===== src/rtl/cascade_match_counter.sv =====
// Cascaded multi-digit up/down counter with saturate/wrap, load/clear,
// terminal-count output and a masked compare driving Z and a sticky flag.
module cascade_match_counter #(
    parameter int DIGIT_W   = 4,
    parameter int DIGITS    = 4,
    parameter int DIGIT_MAX = 15
) (
    input  logic                        CK,
    input  logic                        RN,
    input  logic                        EN,
    input  logic                        DIR,
    input  logic                        SAT,
    input  logic                        CLR,
    input  logic                        LOAD,
    input  logic [DIGIT_W*DIGITS-1:0]   LOAD_VAL,
    input  logic [DIGIT_W*DIGITS-1:0]   CMP_VAL,
    input  logic [DIGIT_W*DIGITS-1:0]   CMP_MASK,
    input  logic                        STKY_CLR,
    output logic [DIGIT_W*DIGITS-1:0]   COUNT,
    output logic                        TC,
    output logic                        Z,
    output logic                        STKY
);

    localparam int N = DIGIT_W * DIGITS;
    localparam logic [DIGIT_W-1:0] DMAX = DIGIT_W'(DIGIT_MAX);
    localparam logic [DIGIT_W-1:0] ONE  = DIGIT_W'(1);

    logic [N-1:0]       stepped;
    logic [N-1:0]       clamped;
    logic [DIGIT_W-1:0] digit;
    logic [DIGIT_W-1:0] lv_digit;
    logic               carry;
    logic               all_max;
    logic               all_zero;
    logic               terminal;
    logic               match;

    // Carry/borrow ripples digit by digit within the cycle.
    always_comb begin
        stepped  = COUNT;
        clamped  = '0;
        digit    = '0;
        lv_digit = '0;
        carry    = EN;
        all_max  = 1'b1;
        all_zero = 1'b1;
        for (int i = 0; i < DIGITS; i++) begin
            digit = COUNT[i*DIGIT_W +: DIGIT_W];
            if (digit != DMAX) all_max = 1'b0;
            if (digit != '0)   all_zero = 1'b0;
            if (carry) begin
                if (!DIR) begin
                    if (digit == DMAX) begin
                        stepped[i*DIGIT_W +: DIGIT_W] = '0;
                    end else begin
                        stepped[i*DIGIT_W +: DIGIT_W] = digit + ONE;
                        carry = 1'b0;
                    end
                end else begin
                    if (digit == '0) begin
                        stepped[i*DIGIT_W +: DIGIT_W] = DMAX;
                    end else begin
                        stepped[i*DIGIT_W +: DIGIT_W] = digit - ONE;
                        carry = 1'b0;
                    end
                end
            end
            lv_digit = LOAD_VAL[i*DIGIT_W +: DIGIT_W];
            clamped[i*DIGIT_W +: DIGIT_W] = (lv_digit > DMAX) ? DMAX : lv_digit;
        end
    end

    assign terminal = DIR ? all_zero : all_max;
    assign TC       = EN & terminal & ~CLR & ~LOAD;
    assign match    = (CMP_MASK != '0) &&
                      ((COUNT & CMP_MASK) == (CMP_VAL & CMP_MASK));

    always_ff @(posedge CK or negedge RN) begin
        if (!RN) begin
            COUNT <= '0;
        end else if (CLR) begin
            COUNT <= '0;
        end else if (LOAD) begin
            COUNT <= clamped;
        end else if (EN) begin
            if (!(terminal && SAT)) COUNT <= stepped;
        end
    end

    // Set beats clear when both land on the same edge.
    always_ff @(posedge CK or negedge RN) begin
        if (!RN) begin
            Z    <= 1'b0;
            STKY <= 1'b0;
        end else begin
            Z <= match;
            if (match)         STKY <= 1'b1;
            else if (STKY_CLR) STKY <= 1'b0;
        end
    end

endmodule


===== config.mk =====
export PLATFORM = sky130hd
export DESIGN_NAME = cascade_match_counter
export DESIGN_NICKNAME = d
export VERILOG_FILES = /design/src/rtl/cascade_match_counter.sv
export SDC_FILE = /design/constraint.sdc
export NUM_CORES = 1
export LEC_CHECK = 0
export ABC_AREA = 1
export BUFFER_PORTS_ARGS = -buffer_cell sky130_fd_sc_hd__buf_2
export CORE_MARGIN = 2
export CORE_UTILIZATION = 50
export DETAILED_ROUTE_END_ITERATION = 16
export PLACE_DENSITY = 0.78
export SETUP_SLACK_MARGIN = 0.3
export SYNTH_ARGS = -nofsm -noshare
export SYNTH_HDL_FRONTEND = slang
export SYNTH_SLANG_ARGS = --single-unit

===== constraint.sdc =====
create_clock -name CK -period 1.6 [get_ports CK]
set_input_delay 0.24 -clock CK [delete_from_list [all_inputs] [get_ports CK]]
set_output_delay 0.24 -clock CK [all_outputs]
set_load 0.02 [all_outputs]

=== Yosys cells after proc, flatten, opt, wreduce, memory -nomap -nowiden ===
Cells that the tools add are included.

* Flip-flop bits (word level): 18
* Input bits: 56
* Output and inout port bits: 19
* Word-level logic and storage cells: 101

* $add $sub $neg: 8
* Order comparisons: 4
* Eq/ne operators: 10
* Multiplexer cells: 46
* Bitwise gates (word level): 7
* Reduce and logical (&&, ||, !) cells: 20

{| class="wikitable"
|+ Operator list
! kind !! count
|-
| 2-to-1 mux 4 bit || 19
|-
| 2-to-1 mux 16 bit || 4
|-
| bitwise AND 16 bit || 2
|-
| 2-to-1 mux 1 bit || 23
|-
| adder 4 x 1 -> 4 bit, second input constant || 4
|-
| == test 16 bit || 1
|-
| == test 4 bit, second input constant || 4
|-
| greater-than comparator 4 bit, second input constant || 4
|-
| logical NOT 4 bit || 4
|-
| != test 4 bit, second input constant || 4
|-
| nonzero test 16 bit || 1
|-
| nonzero test 4 bit || 4
|-
| subtractor 4 x 1 -> 4 bit, second input constant || 4
|-
| nonzero test 3 bit || 4
|-
| AND reduction 3 bit || 3
|-
| bitwise AND 1 bit || 3
|-
| != test 3 bit, second input constant || 1
|-
| logical AND 1 bit || 2
|-
| NOT 1 bit || 2
|-
| AND reduction 2 bit || 1
|-
| nonzero test 2 bit || 1
|}

=== Logic depth before layout (Yosys ltp) ===
Gate-level depths: netlist (run 1).

* Word-level depth: 11
* Mapped depth: 11
* Mapped depth without buffers: 11

=== Least setup slack after synthesis (run 1) ===
Ideal clock, no wire load.

* Path type: register to output
* From: reg COUNT[0]
* To: out TC
* Arrival: 1.478 ns
* Data required time: 1.360 ns
* Slack: -0.118 ns
* Cell stages (with the launch flop): 8
* Buffers on the path: 0
* Cell sequence: dfrtp_1 > inv_1 > ha_1 > nand2_1 > nor2_1 > nand3_1 > nand2_4 > and3_1

* Longest elaborated chain between the ends: 9
* Elaborated cells on any way between the ends: 14
* Classes of those cells: 1 x eq/ne; 9 x mux; 3 x bitwise; 1 x reduce/logical

{| class="wikitable"
|+ RTL lines
! item !! RTL line !! source
|-
| start, declared || 19 || <nowiki>output logic [DIGIT_W*DIGITS-1:0] COUNT,</nowiki>
|-
| start signal, assigned || 85 || <nowiki>COUNT <= clamped;</nowiki>
|-
| start signal, assigned || 87 || <nowiki>if (!(terminal && SAT)) COUNT <= stepped;</nowiki>
|-
| != test 4 bit / nonzero test 4 bit (equally long branches) || 50, 51 ||
|-
| 2-to-1 mux 1 bit, on equally long branches (4 in series) || 50, 51 ||
|-
| 2-to-1 mux 1 bit (*) || 74 || <nowiki>assign terminal = DIR ? all_zero : all_max;</nowiki>
|-
| bitwise AND 1 bit (*) (3 in series) || 75 || <nowiki>assign TC = EN & terminal & ~CLR & ~LOAD;</nowiki>
|-
| end, declared || 20 || <nowiki>output logic TC,</nowiki>
|}

Mark *: on every way between the ends. The rest lies on a longest branch, timed or not.

=== Final worst setup path (run 1) ===
* From: reg COUNT[9]
* To: out TC

* Longest elaborated chain between the ends: 7
* Elaborated cells on any way between the ends: 10
* Classes of those cells: 1 x eq/ne; 5 x mux; 3 x bitwise; 1 x reduce/logical

{| class="wikitable"
|+ RTL lines
! item !! RTL line
|-
| != test 4 bit / nonzero test 4 bit (equally long branches) || 50, 51
|-
| 2-to-1 mux 1 bit, on equally long branches (2 in series) || 50, 51
|-
| 2-to-1 mux 1 bit (*) || 74
|-
| bitwise AND 1 bit (*) (3 in series) || 75
|}

Marks and branches as above.

==> results of run 1 <==
[cells by family (layout without fill, tap and decap cells)]
| kind of cell | after synthesis | count (layout) | share of synthesized area, % |
|---|---|---|---|
| simple gates | 206 | 207 | 46.0 |
| buf+inv | 48 | 168 | 10.2 |
| xor+xnor | 2 | 2 | 0.850 |
| fa+ha+maj | 8 | 8 | 4.86 |
| flops | 18 | 18 | 21.9 |
| compound gates | 60 | 60 | 16.3 |
[metal layers]
| metal | global-route usage [%] | vias up | share of wire, % |
|---|---|---|---|
| met5 | 0 | - | 0 |
| met3 | 2.30 | 52 | 8.9 |
| li1 | - | 1368 | - |
| met2 | 54.5 | 197 | 48 |
| met1 | 37.2 | 1343 | 38 |
| met4 | 14.8 | 0 | 4.4 |
[stage by stage]
stage               instance area, µm²  util [%]  hold WS [ns]  cells  setup TNS [ns]
finish                            3250      81.9         0.200    513           -2.94
global route                      3250      81.9         0.218    513           -4.14
CTS                               3070      77.2         0.203    506          -0.276
detailed placement                2810      70.8         0.206    492         -0.0563
global placement                  2810      70.8         0.198    492         -0.0153
floorplan                         2170         -       -0.0556    342               0
[what timing repair did]
item	4_1_cts	5_1_grt
hold endpoints to repair	18	0
resized for setup	30	37
hold buffers	1	0
pin swaps	14	12
setup endpoints to repair	19	24
cloned	1	0
buffers inserted	8	7
[power by group through the flow]
stage | registers [mW] | clock network [mW] | logic, mW
floorplan | 0.728 | 0 | 0.740
global placement | 0.629 | 0 | 1.29
detailed placement | 0.635 | 0 | 1.32
CTS | 0.633 | 0.404 | 1.44
global route | 0.656 | 0.415 | 1.77
finish | 0.649 | 0.406 | 1.64
[worst register-to-register path: stages, from the launching register on]
cell	delay [ns]
dfrtp_2	0.45
ha_4	0.18
nand2_4	0.07
inv_2	0.03
nand2_2	0.06
nor2_1	0.04
nand2_1	0.12
nand2_4	0.07
buf_4	0.14
buf_8	0.14
a21oi_4	0.27
nand3_1	0.13
nand2_1	0.08
[worst paths after layout]
path                           from  cells after the start        end  slack (ns)
min in group asynchronous        RN                      2   COUNT[5]        0.46
max reg2reg                COUNT[4]                     12  COUNT[15]       -0.25
max in group asynchronous        RN                      2  COUNT[11]        0.81
max                        COUNT[9]                      7         TC       -0.27
min reg2reg                    STKY                      2       STKY        0.48
min                        STKY_CLR                      4       STKY        0.20
[flip-flops by register name, summed over array words and instances, names as in the netlist]
| name | cells |
|---|---|
| STKY | 1 |
| Z | 1 |
| COUNT | 16 |
[placed cells by master, fill, tap and decap left out, drive strengths merged, types with 4 or more instances in the layout]
master,n
buf,128
inv,35
nand2,103
or2,5
nor3,4
nand4,11
a21oi,24
dfrtp,18
ha,8
o21ai,28
clkbuf,4
nor2,41
nand3,41
[cell type report]
class	count	area [µm²]	area share, %
clock buffers	4	55.1	1.69
well taps	50	62.6	1.92
multi-input cells	277	1700	52.2
inverters	35	134	4.12
flip-flops and latches	18	465	14.3
repair buffers	129	838	25.8
==> qor.csv, run 1 <==
stage;metric;value;unit
sta;rsz0062_at_grt;true;
floorplan;dieWidth;68.2;µm
clocking;h-tree-depth;1;
power_and_ir_drop;irDropWorstVdd;0.495;mV
power_and_ir_drop;p_int;1.49;mW
floorplan;die_h;68.2;µm
clocking;clk_path_buf_depth;2;
detailed_routing;via_per_inst;5.77;
clocking;clk_pin_slew_worst_paths;0.08;ns
logic_synthesis;syn_nets;406;
sta;finalSetupViolCount;17;
placement;pre_cts_ws;-0.0396;ns
clocking;root_buffer;clkbuf_8;
detailed_routing;wl_per_cell;16.1;µm
placement;place_congestion;0.859;
layout;nFillCells;259;
floorplan;core;0.00397;mm²
critical_path;critPathTopFamily;simple AND/OR/NAND/NOR gates;
run_status;violations;setup timing;
detailed_routing;routed_wirelength;8240;µm
run_status;status;finished with violations;
global_routing;overflow;0;
logic_synthesis;synth_top_cells_by_count;96 x nand2_1, 37 x nand3_1, 37 x nor2_1;
sta;slew_viol_final;0;
critical_path;critPathBufInv;1;
logic_synthesis;seq_area_frac_synth;21.9;%
global_routing;grt_max_degree;23;
logic_synthesis;synth-seq-cells;18;
logic_synthesis;yosysMostFrequentCell;nand2_1;
critical_path;crit_chain;ha_4 > nand3_1 > nor3_2 > nand2_1 > nand2_4 > and3_4 > buf_6;
logic_synthesis;synthFlopType;dfrtp_1;
floorplan;start_util;51.9;%
run;max_cap_violations;0;
min_path;hp-class;in2reg;
power_and_ir_drop;clkPwrFrac;15.1;%
clocking;clock-sinks;18;
sta;max_slew_margin;61.9;%
layout;syn_to_final_growth;57.8;%
logic_synthesis;yosysWarnings;0;
layout;drive_gt1_share;48.2;%
clocking;cts_tree;built;
floorplan;dieArea;0.00465;mm²
power_and_ir_drop;power_frac_comb;60.9;%
critical_path;endpoint_kind;output pin;
floorplan;io_pins;75;
power_and_ir_drop;power;2.70;mW
sta;fin_ws;-0.268;ns
detailed_routing;ant_nets;0;
detailed_routing;drcViolationCount;0;
sta;worst_pin_slew;0.570;ns
logic_synthesis;synth_top_area_share;21.9;%
sta;finalCriticalPeriod;1.87;ns
critical_path;cpMaxStageDelayCell;dfrtp_2;
placement;dp_hpwl;4970;µm
global_routing;grt_pass1_wl;10700;µm
sta;finalHoldViolCount;0;
critical_path;cp_max_fo;3;
power_and_ir_drop;p_seq_share;24.1;%
logic_synthesis;syn_area;0.00206;mm²
critical_path;crit_arrival;1.63;ns
critical_path;cpPeakStageDelay;0.42;ns
logic_synthesis;avgSynthCellArea;6.03;µm²
sta;finalCritPeriodShare;117;%
logic_synthesis;synth_area_leaders;dfrtp_1 22%, nand2_1 17%, nand3_1 9.0%, nor2_1 6.7%, a21oi_1 5.3%;
detailed_routing;drt_first_pass_iters;5;
sta;skew;0.000976;ns
power_and_ir_drop;cellPowerDensity;830;mW/mm²
logic_synthesis;synth_edf_count;0;
sta;max_freq;0.535;GHz
critical_path;critPathKind;reg2out;
global_routing;grt_antenna_before_repair;0;
critical_path;required;1.36;ns
global_routing;grt_pass1_vias;2527;
layout;antennaDiodeCount;0;
floorplan;fp-row-count;23;
layout;fin_nets;528;
power_and_ir_drop;leakagePower;1.70;nW
logic_synthesis;synth-async-reset-ratio;100;%
critical_path;start_kind;register;
power_and_ir_drop;power_switching;1.21;mW
logic_synthesis;ys_types;35;
logic_synthesis;yosys.area.top_type;dfrtp_1;
detailed_routing;vias;2960;
clocking;clk_latency;0.27;ns
clocking;numCtsBuffers;3;
power_and_ir_drop;switching_share;44.8;%
logic_synthesis;synth_cells;342;
global_routing;track_usage;30.7;%
detailed_routing;dr.first_iter.drc_count;270;
placement;port_buffers;74;
Power figures use the tool's default switching activity.
==> run 2, diff against run 1 <==
--- a/config.mk
+++ b/config.mk
@@ -7,11 +7,10 @@
 export LEC_CHECK = 0
 export ABC_AREA = 1
 export BUFFER_PORTS_ARGS = -buffer_cell sky130_fd_sc_hd__buf_2
-export CORE_MARGIN = 2
+export CORE_MARGIN = 1.5
 export CORE_UTILIZATION = 50
 export DETAILED_ROUTE_END_ITERATION = 16
 export PLACE_DENSITY = 0.78
-export SETUP_SLACK_MARGIN = 0.3
 export SYNTH_ARGS = -nofsm -noshare
 export SYNTH_HDL_FRONTEND = slang
 export SYNTH_SLANG_ARGS = --single-unit
==> qor.csv, run 2 (synthesis results as in run 1) <==
stage;metric;value;unit
floorplan;dieArea;0.00452;mm²
placement;port_buffers;74;
clocking;clk_latency;0.26;ns
power_and_ir_drop;cellPowerDensity;823;mW/mm²
detailed_routing;drcViolationCount;0;
critical_path;crit_arrival;1.64;ns
power_and_ir_drop;irDropWorstVdd;0.396;mV
detailed_routing;vias;2945;
layout;antennaDiodeCount;0;
layout;drive_gt1_share;45.2;%
sta;max_slew_margin;58.5;%
critical_path;critPathBufInv;2;
sta;finalHoldViolCount;0;
layout;largest_register;COUNT;
detailed_routing;drt_first_pass_iters;5;
detailed_routing;wl_per_cell;16.0;µm
floorplan;start_util;51.9;%
clocking;clk_pin_slew_worst_paths;0.08;ns
sta;finalCritPeriodShare;117;%
global_routing;grt_max_degree;23;
critical_path;critPathKind;reg2out;
detailed_routing;met1_length;3120;µm
power_and_ir_drop;power;2.62;mW
placement;dp_hpwl;4900;µm
sta;skew;0.00425;ns
layout;final_common_cell;nand2_1;
detailed_routing;wl_met3;866;µm
layout;fin_nets;534;
placement;place_congestion;0.906;
global_routing;grt_antenna_before_repair;0;
min_path;hp-class;in2reg;
floorplan;core;0.00397;mm²
layout;nFillCells;261;
critical_path;crit_chain;inv_2 > ha_4 > nand2_4 > nor2_4 > nand3_2 > nand2_4 > and3_4 > buf_6;
layout;largest_reg_flops;16;
clocking;root_buffer;clkbuf_8;
sta;fin_ws;-0.277;ns
critical_path;cpPeakStageDelay;0.46;ns
critical_path;critPathTopFamily;simple AND/OR/NAND/NOR gates;
critical_path;required;1.36;ns
sta;finalCriticalPeriod;1.88;ns
detailed_routing;via_per_inst;5.67;
clocking;clock-sinks;18;
sta;setup_tns;-1.80;ns
global_routing;grt_pass1_wl;10800;µm
clocking;h-tree-depth;1;
detailed_routing;ant_nets;0;
layout;mostFrequentLayoutCells;89 x nand2_1, 73 x buf_2, 59 x buf_4;
detailed_routing;top_layer;met4;
detailed_routing;routed_wirelength;8320;µm
floorplan;io_pins;75;
global_routing;overflow;0;
critical_path;cpMaxStageDelayCell;dfrtp_2;
detailed_routing;dr_wl_met2;3970;µm
layout;utilization;80.3;%
layout;stdcell_area;0.00319;mm²
sta;finalSetupViolCount;17;
critical_path;endpoint_kind;output pin;
detailed_routing;dr.first_iter.drc_count;282;
run;max_cap_violations;0;
floorplan;fp-row-count;23;
sta;worst_pin_slew;0.621;ns
run_status;violations;setup timing;
layout;final_cells;519;
layout;top_regs;COUNT (16), STKY (1), Z (1);
sta;slew_viol_final;0;
global_routing;track_usage;31.5;%
floorplan;dieWidth;67.2;µm
critical_path;cpMostUsedCell;nand2_4;
critical_path;cp_max_fo;4;
clocking;cts_tree;built;
placement;placed_cells;499;
power_and_ir_drop;leakagePower;1.69;nW
global_routing;grt_pass1_vias;2451;
critical_path;start_kind;register;
placement;place_area;0.00278;mm²
sta;rsz0062_at_grt;true;
run_status;status;finished with violations;
clocking;numCtsBuffers;3;
clocking;clk_path_buf_depth;2;
layout;syn_to_final_growth;54.7;%
sta;max_freq;0.533;GHz
floorplan;die_h;67.2;µm
==> run 2: cell types whose count changed in the layout (fill, tap and decap cells not counted), moves of 2 or more <==
cell	before	now
dfrtp_2	12	9
nand2_1	81	89
inv_1	17	19
buf_4	46	59
o21ai_2	2	0
nand2_4	7	5
inv_2	17	15
buf_6	10	2
dfrtp_1	6	9
nand2_2	13	7
ha_2	0	2
buf_2	71	73
o21ai_1	5	8
==> run 2: what timing repair did <==
action	4_1_cts	5_1_grt
pin swaps	6	19
gates resized for setup	22	35
endpoints found under the setup margin	13	17
cloned	1	0
setup buffers	9	5
hold buffers	1	0
hold endpoints to repair	18	0
==> run 2: final timing paths <==
| path | start | endpoint | slack (ns) | depth (start not counted) |
|---|---|---|---|---|
| setup / recovery | COUNT[9] | TC | -0.28 | 8 |
| hold / removal | STKY_CLR | STKY | 0.21 | 4 |
| setup reg to reg | COUNT[4] | COUNT[0] | -0.22 | 12 |
| hold reg to reg | STKY | STKY | 0.48 | 2 |
| max in group asynchronous | RN | COUNT[4] | 0.79 | 2 |
| min in group asynchronous | RN | COUNT[13] | 0.46 | 2 |
==> run 2: worst reg2reg max path, cell delays in order (launching register included) <==
cell	delay, ns
dfrtp_2	0.45
ha_4	0.17
nand2_1	0.07
inv_1	0.06
nand2_2	0.07
nor2_2	0.04
nand2_2	0.09
nand2_4	0.06
buf_6	0.14
buf_4	0.14
a21oi_4	0.26
nand2_1	0.10
o21ai_1	0.09
==> run 2: metrics by stage <==
| stage | setup WS, ns | hold WS (ns) |
|---|---|---|
| finish | -0.277 | 0.208 |
| CTS | -0.197 | 0.216 |
| global route | -0.315 | 0.264 |
| floorplan | 0.00761 | -0.0556 |
| global placement | -0.0269 | 0.201 |
| detailed placement | -0.0631 | 0.203 |
==> run 2: area by class of cell <==
class	count	area [µm²]	area share (%)
well taps	50	62.6	1.96
repair buffers	135	841	26.4
multi-input cells	277	1640	51.6
flip-flops and latches	18	462	14.5
inverters	35	134	4.20
clock buffers	4	45.0	1.41
==> run 2: layer usage <==
metal,track usage (%),vias to the layer above
met5,0,-
met4,13.0,0
met3,3.50,46
met2,55.3,232
met1,39.0,1286
li1,-,1381
==> run 2: power breakdown <==
group          total [mW]  leakage [nW]  internal (mW)  switching [mW]
Combinational        1.63          1.45          0.721           0.904
Clock               0.354        0.0228          0.178           0.176
Sequential          0.644         0.221          0.533           0.111
Total                2.62          1.69           1.43            1.19
==> run 3, diff against run 2 <==
--- a/config.mk
+++ b/config.mk
@@ -8,9 +8,9 @@
 export ABC_AREA = 1
 export BUFFER_PORTS_ARGS = -buffer_cell sky130_fd_sc_hd__buf_2
 export CORE_MARGIN = 1.5
-export CORE_UTILIZATION = 50
+export CORE_UTILIZATION = 54
 export DETAILED_ROUTE_END_ITERATION = 16
-export PLACE_DENSITY = 0.78
+export PLACE_DENSITY = 0.83
 export SYNTH_ARGS = -nofsm -noshare
 export SYNTH_HDL_FRONTEND = slang
 export SYNTH_SLANG_ARGS = --single-unit
==> constraint.sdc (replaced) <==
create_clock -name CK -period 2.26 [get_ports CK]
set_input_delay 0.339 -clock CK [delete_from_list [all_inputs] [get_ports CK]]
set_output_delay 0.339 -clock CK [all_outputs]
set_load 0.02 [all_outputs]
==> qor.csv, run 3 (synthesis results as in run 1) <==
stage;metric;value;unit
power_and_ir_drop;power_switching;656;µW
power_and_ir_drop;p_int;803;µW
clocking;clk_latency;0.26;ns
sta;worst_pin_slew;0.417;ns
power_and_ir_drop;leakagePower;1.39;nW
critical_path;critPathTopFamily;simple AND/OR/NAND/NOR gates;
critical_path;critPathLaunch;COUNT[8];
critical_path;start_kind;register;
critical_path;critPathBufInv;2;
detailed_routing;ant_nets;0;
layout;fin_nets;474;
critical_path;rrSetupSlack;0.49;ns
global_routing;grt_max_degree;24;
layout;final_cells;457;
sta;rsz0062_at_grt;false;
layout;antennaDiodeCount;0;
clocking;clk_path_buf_depth;2;
run;max_cap_violations;0;
critical_path;r2r_start;COUNT[8];
sta;finalCritPeriodShare;96.3;%
placement;place_congestion;0.859;
sta;finalHoldViolCount;0;
floorplan;core;0.00366;mm²
power_and_ir_drop;switching_share;45.0;%
placement;pre_cts_ws;0.375;ns
clocking;root_buffer;clkbuf_8;
sta;finalCriticalPeriod;2.18;ns
detailed_routing;drcViolationCount;0;
sta;max_slew_margin;72.2;%
critical_path;cp.depth;8;
layout;top_regs;COUNT (16), STKY (1), Z (1);
critical_path;cpPeakStageDelay;0.48;ns
global_routing;track_usage;28.1;%
critical_path;cpMaxStageDelayCell;dfrtp_1;
critical_path;cp-endpoint;TC;
global_routing;grt_pass1_vias;2092;
sta;max_freq;0.459;GHz
power_and_ir_drop;power_frac_comb;47.2;%
placement;dp_hpwl;4350;µm
layout;final_common_cell;nand2_1;
floorplan;die_h;64.8;µm
floorplan;io_pins;75;
critical_path;critPathKind;reg2out;
layout;drive_gt1_share;28.4;%
sta;setup_tns;0;ns
detailed_routing;routed_wirelength;5630;µm
critical_path;reg2reg_depth;10;
critical_path;required;1.92;ns
layout;nFillCells;352;
power_and_ir_drop;clkPwrFrac;18.6;%
clocking;post_cts_resized;0;
layout;syn_to_final_growth;20.9;%
sta;hold_ws;0.00310;ns
power_and_ir_drop;cellPowerDensity;585;mW/mm²
detailed_routing;vias;2441;
floorplan;fp-row-count;22;
sta;fin_ws;0.0825;ns
critical_path;endpoint_kind;output pin;
critical_path;crit_arrival;1.84;ns
power_and_ir_drop;irDropWorstVdd;0.290;mV
layout;mostFrequentLayoutCells;96 x nand2_1, 74 x buf_2, 37 x nor2_1, 37 x nand3_1, 25 x inv_1;
detailed_routing;dr.first_iter.drc_count;132;
placement;placed_cells;453;
sta;finalSetupViolCount;0;
sta;skew;0.00181;ns
sta;slew_viol_final;0;
critical_path;r2r-end;COUNT[15];
clocking;clk_pin_slew_worst_paths;0.07;ns
run_status;status;finished, final reports clean;
clocking;clock-sinks;18;
clocking;cts_tree;built;
clocking;h-tree-depth;1;
clocking;postCtsSetupBuffers;0;
detailed_routing;drt_first_pass_iters;4;
critical_path;cp_max_fo;8;
power_and_ir_drop;p_seq_share;34.2;%
layout;largest_register;COUNT;
global_routing;grt_pass1_wl;9300;µm
floorplan;dieWidth;64.8;µm
floorplan;dieArea;0.00420;mm²
clocking;numCtsBuffers;3;
clocking;hold_buffers;0;
global_routing;overflow;0;
detailed_routing;wl_per_cell;12.3;µm
layout;largest_reg_flops;16;
detailed_routing;via_per_inst;5.34;
floorplan;start_util;56.3;%
min_path;hp-class;in2async;
power_and_ir_drop;power;1.46;mW
global_routing;grt_antenna_before_repair;0;
critical_path;crit_chain;inv_1 > ha_1 > nand2_1 > nor2_1 > nand3_1 > nand2_4 > and3_1 > buf_2;
placement;port_buffers;74;
run 3: worst min path at each step:
stage,slack (ns),start,cells past startpoint,end
after floorplan,0.04,RN,0,COUNT[0]
after global placement,0.30,RN,1,COUNT[7]
after detailed placement,0.30,RN,1,COUNT[6]
after CTS,0.02,RN,1,COUNT[6]
after global routing,0.03,RN,1,COUNT[6]
final,0.003,RN,1,COUNT[6]
run 3: routing by layer:
| metal | track usage (%) | share of wire (%) |
|---|---|---|
| met4 | 9.31 | 1.7 |
| met2 | 44.6 | 43 |
| met3 | 2.26 | 8.1 |
| met1 | 40.3 | 47 |
| met5 | 0 | 0 |
run 3: cell type report:
cell class | count | area, µm² | area share (%)
Timing Repair Buffer | 76 | 385 | 15.5
Inverter | 35 | 131 | 5.27
Sequential cell | 18 | 457 | 18.3
Clock buffer | 4 | 55.1 | 2.21
Multi-Input combinational cell | 276 | 1400 | 56.3
Tap cell | 48 | 60.1 | 2.41
run 3: power by group through the flow:
| stage | clock (mW) | combinational [mW] | sequential [mW] |
|---|---|---|---|
| 2_1_floorplan | 0 | 0.470 | 0.500 |
| 4_1_cts | 0.275 | 0.681 | 0.491 |
| 3_3_place_gp | 0 | 0.666 | 0.493 |
| 5_1_grt | 0.293 | 0.785 | 0.510 |
| 3_5_place_dp | 0 | 0.678 | 0.496 |
| 6_report | 0.272 | 0.688 | 0.499 |
run 3: stage by stage:
stage	cell area (µm²)	utilization, %
final	2490	68.0
after global routing	2490	68.0
after CTS	2480	67.8
after detailed placement	2430	66.3
after global placement	2430	66.3
after floorplan	2060	-
